--- src/rtl/steer_sequencer.sv ---
// steer_sequencer: picks the highest-priority steering request and walks the
// servo direction code toward it one scale position at a time, holding each
// position for a minimum dwell. A long silence from every requester returns
// the wheels to straight and raises lost.
module steer_sequencer #(
  parameter int DWELL_US   = 100000,
  parameter int TIMEOUT_US = 500000
) (
  input  logic       clkus,
  input  logic       rst_n,
  input  logic       man_valid,
  input  logic [2:0] man_dir,
  input  logic       obs_valid,
  input  logic [2:0] obs_dir,
  input  logic       trk_valid,
  input  logic [2:0] trk_dir,
  output logic [2:0] direction,
  output logic       busy,
  output logic [1:0] src,
  output logic       lost
);

  // Scale index 0..4 runs from hard right to hard left; 2 is straight.
  localparam logic [2:0]  IDX_STRAIGHT = 3'd2;
  localparam logic [16:0] DWELL_RELOAD = 17'(DWELL_US - 1);
  localparam logic [19:0] TO_LAST      = 20'(TIMEOUT_US - 1);
  localparam logic [19:0] TO_MAX       = 20'(TIMEOUT_US);

  localparam logic [1:0] SRC_NONE = 2'd0;
  localparam logic [1:0] SRC_TRK  = 2'd1;
  localparam logic [1:0] SRC_OBS  = 2'd2;
  localparam logic [1:0] SRC_MAN  = 2'd3;

  // Any code outside the five legal ones is treated as straight.
  function automatic logic [2:0] code_to_idx(input logic [2:0] code);
    logic [2:0] idx;
    case (code)
      3'b111:  idx = 3'd0;
      3'b101:  idx = 3'd1;
      3'b001:  idx = 3'd3;
      3'b011:  idx = 3'd4;
      default: idx = IDX_STRAIGHT;
    endcase
    return idx;
  endfunction

  // Only legal codes can come out, whatever the index holds.
  function automatic logic [2:0] idx_to_code(input logic [2:0] idx);
    logic [2:0] code;
    case (idx)
      3'd0:    code = 3'b111;
      3'd1:    code = 3'b101;
      3'd3:    code = 3'b001;
      3'd4:    code = 3'b011;
      default: code = 3'b000;
    endcase
    return code;
  endfunction

  logic [2:0]  pos_q, pos_d;
  logic [2:0]  tgt_q, tgt_d;
  logic [1:0]  src_q, src_d;
  logic        lost_q, lost_d;
  logic        busy_q, busy_d;
  logic [16:0] hold_cnt_q, hold_cnt_d;
  logic [19:0] to_cnt_q, to_cnt_d;

  // State register: every piece of state returns to straight/idle on reset.
  always_ff @(posedge clkus or negedge rst_n) begin
    if (!rst_n) begin
      pos_q      <= IDX_STRAIGHT;
      tgt_q      <= IDX_STRAIGHT;
      src_q      <= SRC_NONE;
      lost_q     <= 1'b0;
      busy_q     <= 1'b0;
      hold_cnt_q <= '0;
      to_cnt_q   <= '0;
    end else begin
      pos_q      <= pos_d;
      tgt_q      <= tgt_d;
      src_q      <= src_d;
      lost_q     <= lost_d;
      busy_q     <= busy_d;
      hold_cnt_q <= hold_cnt_d;
      to_cnt_q   <= to_cnt_d;
    end
  end

  // Arbitration and timeout: winner loads target; silence counts toward straight.
  always_comb begin
    tgt_d    = tgt_q;
    src_d    = src_q;
    lost_d   = lost_q;
    to_cnt_d = to_cnt_q;
    if (man_valid) begin
      tgt_d    = code_to_idx(man_dir);
      src_d    = SRC_MAN;
      lost_d   = 1'b0;
      to_cnt_d = '0;
    end else if (obs_valid) begin
      tgt_d    = code_to_idx(obs_dir);
      src_d    = SRC_OBS;
      lost_d   = 1'b0;
      to_cnt_d = '0;
    end else if (trk_valid) begin
      tgt_d    = code_to_idx(trk_dir);
      src_d    = SRC_TRK;
      lost_d   = 1'b0;
      to_cnt_d = '0;
    end else begin
      if (to_cnt_q != TO_MAX) begin
        to_cnt_d = to_cnt_q + 20'd1;
      end
      // Fires once: the counter saturates past this value and never returns.
      if (to_cnt_q == TO_LAST) begin
        tgt_d  = IDX_STRAIGHT;
        src_d  = SRC_NONE;
        lost_d = 1'b1;
      end
    end
  end

  // Stepping: one index per allowed edge toward the registered target, then dwell.
  always_comb begin
    pos_d      = pos_q;
    hold_cnt_d = hold_cnt_q;
    if ((hold_cnt_q == '0) && (pos_q != tgt_q)) begin
      pos_d      = (tgt_q > pos_q) ? (pos_q + 3'd1) : (pos_q - 3'd1);
      hold_cnt_d = DWELL_RELOAD;
    end else if (hold_cnt_q != '0) begin
      hold_cnt_d = hold_cnt_q - 17'd1;
    end
    busy_d = (hold_cnt_q != '0) || (pos_q != tgt_q);
  end

  // Outputs come straight from registered state.
  always_comb begin
    direction = idx_to_code(pos_q);
    busy      = busy_q;
    src       = src_q;
    lost      = lost_q;
  end

endmodule

--- config.mk ---
export PLATFORM = sky130hd
export DESIGN_NAME = steer_sequencer
export DESIGN_NICKNAME = d
export VERILOG_FILES = /design/src/rtl/steer_sequencer.sv
export SDC_FILE = /design/constraint.sdc
export NUM_CORES = 1
export LEC_CHECK = 0
export BUFFER_PORTS_ARGS = -buffer_cell sky130_fd_sc_hd__clkbuf_2
export CORE_UTILIZATION = 44
export DETAILED_ROUTE_END_ITERATION = 12
export PLACE_DENSITY = 0.67
export SYNTH_ARGS = -nofsm -noshare
export SYNTH_HDL_FRONTEND = slang
export SYNTH_SLANG_ARGS = --single-unit
--- constraint.sdc ---
create_clock -name clkus -period 2.6 [get_ports clkus]
set_clock_uncertainty 0.1 [all_clocks]
set_input_delay 0.26 -clock clkus [delete_from_list [all_inputs] [get_ports clkus]]
set_output_delay 0.26 -clock clkus [all_outputs]
set_load 0.01 [all_outputs]
==> flow_metrics.py <==
metrics = {
    "hold_path": {
        "min_path_cells": 3,
        "hold_end": "src[0]",
        "hold_path.startpoint": "trk_valid",
        "hold_path.class": "input pin to flop",
    },
    "timing": {
        "setup_violations": 0,
        "fin_crit_sh_pct": 88.0,
        "fin_crit_ns": 2.29,
        "hold_viol": 0,
        "fmax_ghz": 0.437,
        "setup_tns_ns": 0,
        "layout_setup_ws_ns": 0.312,
        "slew_violations": 0,
        "rsz0062_at_grt": "no",
        "relSlewSlack_pct": 57.1,
        "worst_slew_pin_slew_ns": 0.639,
    },
    "detailed_routing": {
        "routed_wl_um": 4890,
        "drc_errors": 0,
        "route.met2.wl_um": 2160,
        "detail-route-antenna-nets": 0,
        "wl_met1_um": 2510,
        "wl_per_cell_um": 13.6,
        "routed.top_layer": "met4",
        "first_iter_violations": 71,
        "dr.pass1.iters": 4,
        "num_vias": 2015,
        "viasPerCell": 5.61,
        "met3_length_um": 146,
    },
    "clocking": {
        "cts_made_buffers": 5,
        "clk_latency_ns": 0.30,
        "root_buffer": "clkbuf_8",
        "cts_setup_buffers": 0,
        "clockBufferDepth": 2,
        "cts_tree": "done",
        "clk_pin_slew_ns": 0.09,
        "clock-sinks": 47,
        "h-tree-depth": 2,
    },
    "synthesis": {
        "synth_edf_count": 0,
        "synth_nets": 289,
        "synth_cells": 265,
        "ys_ff_latch": 47,
        "yosysSeqAreaShare_pct": 44.9,
        "syn_avg_cell_area_um2": 9.91,
        "ys.flop_type": "dfrtp_1",
        "async_reset_ff_share_pct": 100,
        "ys_types": 46,
        "syn-cell-area_um2": 2630,
        "ys.warnings.count": 0,
    },
    "placed_design": {
        "routabilityCongestion": 0.758,
        "place_ws_ns": 0.386,
        "numPlacedInstances": 350,
        "dp_hpwl_um": 3530,
        "port_buffers": 20,
    },
    "critical_path": {
        "cp_data_required_time_ns": 2.73,
        "regToRegEndpoint": "pos_q[1]",
        "crit_arrival_ns": 2.42,
        "startpoint": "hold_cnt_q[0]",
        "crit_path_end_kind": "flop",
        "rrSetupSlack_ns": 0.31,
        "rr_startpoint": "hold_cnt_q[0]",
        "critPathLaunchType": "flop",
        "worstPathCellList": "inv_1, ha_1, nor4b_1, and4_1, and2_1, mux2i_1",
        "r2r_cells": 6,
        "critPathKind": "flop to flop",
        "cpMaxStageDelayCell": "and4_1",
        "slowest_delay_ns": 0.53,
        "crit_family": "simple AND/OR/NAND/NOR gates",
        "crit_fanout": 11,
        "path_buf_inv": 1,
    },
    "global_route": {
        "antenna_found_initial": 0,
        "grt_max_degree": 25,
        "grt_overflow_total": 0,
        "global_route.usage.total_pct": 17.5,
        "first_global_vias": 1905,
        "grt_pass1_wl_um": 8600,
    },
    "run_status": {
        "status": "finished, final reports clean",
    },
    "power_and_ir_drop": {
        "p_leak_nw": 1.20,
        "max-vdd-ir-drop_v": 0.000296,
        "power_density_nw_per_um2": 635,
    },
    "die": {
        "die_w_um": 79.2,
        "start_util_pct": 46.5,
        "die_h_um": 79.2,
        "pin_count": 21,
        "die-area_um2": 6280,
        "core-area_um2": 5640,
        "rows": 27,
    },
    "run": {
        "maxCapViolCount": 0,
    },
    "cells_and_area": {
        "fillers": 520,
        "nets": 310,
        "drive_above_1_share_pct": 13.6,
        "area_growth_pct": 10.8,
        "final_cells": 359,
        "diodes": 0,
    },
}
[what timing repair did]
| item | in CTS | in global routing |
|---|---|---|
| hold endpoints to repair | 23 | 0 |
| hold buffers | 1 | 0 |
| resized for setup | 0 | 0 |
[cell usage in the layout, fill, tap and decap left out, drive strengths merged, types with 3 or more instances in the layout]
master,netlist,final
nand2,11,11
nor2,19,19
nor4,6,6
ha,10,10
xor2,13,13
or4,6,6
nand4b,4,4
nand3,12,12
nor3,8,8
nor4b,4,4
o31ai,7,7
nand3b,3,3
clkbuf,2,25
dfrtp,45,45
o211ai,4,4
mux2i,7,7
o21ai,16,16
xnor2,8,8
inv,15,15
and2,5,5
and4,4,4
nand4,9,9
or3,6,6
a21oi,17,17
[metrics by stage]
stage | instance area, um2 | power [mW] | util, % | hold WS [ns]
4_1_cts | 2910 | 1.86 | 51.5 | 0.125
3_5_place_dp | 2790 | 1.32 | 49.4 | 0.207
2_1_floorplan | 2630 | 1.21 | - | -0.136
5_1_grt | 2910 | 1.95 | 51.5 | 0.154
6_report | 2910 | 1.85 | 51.5 | 0.138
3_3_place_gp | 2790 | 1.30 | 49.4 | 0.210
[sequential cells by signal (all words and copies together) (netlist names)]
| signal | count |
|---|---|
| busy | 1 |
| hold_cnt_q | 17 |
| lost | 1 |
| pos_q | 3 |
| src | 2 |
| tgt_q | 3 |
| to_cnt_q | 20 |
[cells by family (layout without fill, tap and decap cells)]
group | after synthesis | count (layout) | synth area share (%)
flops | 47 | 47 | 44.9
buf+inv | 23 | 45 | 4.05
fa+ha+maj | 10 | 10 | 4.77
xor+xnor | 21 | 21 | 7.01
simple gates | 107 | 107 | 25.4
compound gates | 50 | 50 | 11.2
mux | 7 | 7 | 2.67
[power by group]
part	switching, mW	internal, mW
combinational	0.160	0.153
sequential	0.149	0.841
clock	0.258	0.287
total	0.566	1.28
[area by class of cell]
type / instances / area (um2) / share of cell area (%)
clock buffers: 5 / 68.8 / 2.37
clock inverters: 3 / 43.8 / 1.51
inverters: 15 / 56.3 / 1.94
multi-input cells: 195 / 1340 / 46.1
flip-flops and latches: 47 / 1180 / 40.5
well taps: 72 / 90.1 / 3.10
repair buffers: 22 / 130 / 4.48
[worst max path at each step]
| stage | end | slack, ns | cells after the start |
|---|---|---|---|
| after global placement | tgt_q[2] | 0.48 | 4 |
| after CTS | pos_q[1] | 0.35 | 6 |
| after global routing | pos_q[1] | 0.17 | 6 |
| after detailed placement | pos_q[1] | 0.39 | 6 |
| after floorplan | pos_q[2] | 0.78 | 7 |
| final | pos_q[1] | 0.31 | 6 |
[Yosys cell counts, types with 3 or more instances]
library cell,number,area share [%]
nand4b_1,4,1.3
nor3_1,8,1.5
nor4_1,4,0.95
nor4b_1,4,1.3
o31ai_1,7,2.0
dfrtp_1,45,43
inv_1,15,2.1
mux2i_1,7,2.7
o21ai_0,14,2.7
xnor2_1,8,2.7
xor2_1,13,4.3
ha_1,10,4.8
nand2_1,11,1.6
and4_1,4,1.3
nand3b_1,3,0.86
or4_1,4,1.1
and2_1,5,1.2
buf_2,4,0.76
o211ai_1,4,1.1
or3_1,5,1.2
a21oi_1,17,3.2
nand3_1,12,2.3
nor2_1,18,2.6
nand4_1,8,1.9
[worst min-delay path: stages]
cell	delay [ns]
clkbuf_2	0.11
a21oi_1	0.06
o21ai_0	0.07
[per-layer routing]
metal	track usage (%)	vias up
met1	24.7	971
met4	5.45	0
met3	3.33	4
met2	27.1	32
li1	-	1008
met5	0	-
(Power assumes the default switching activity.)
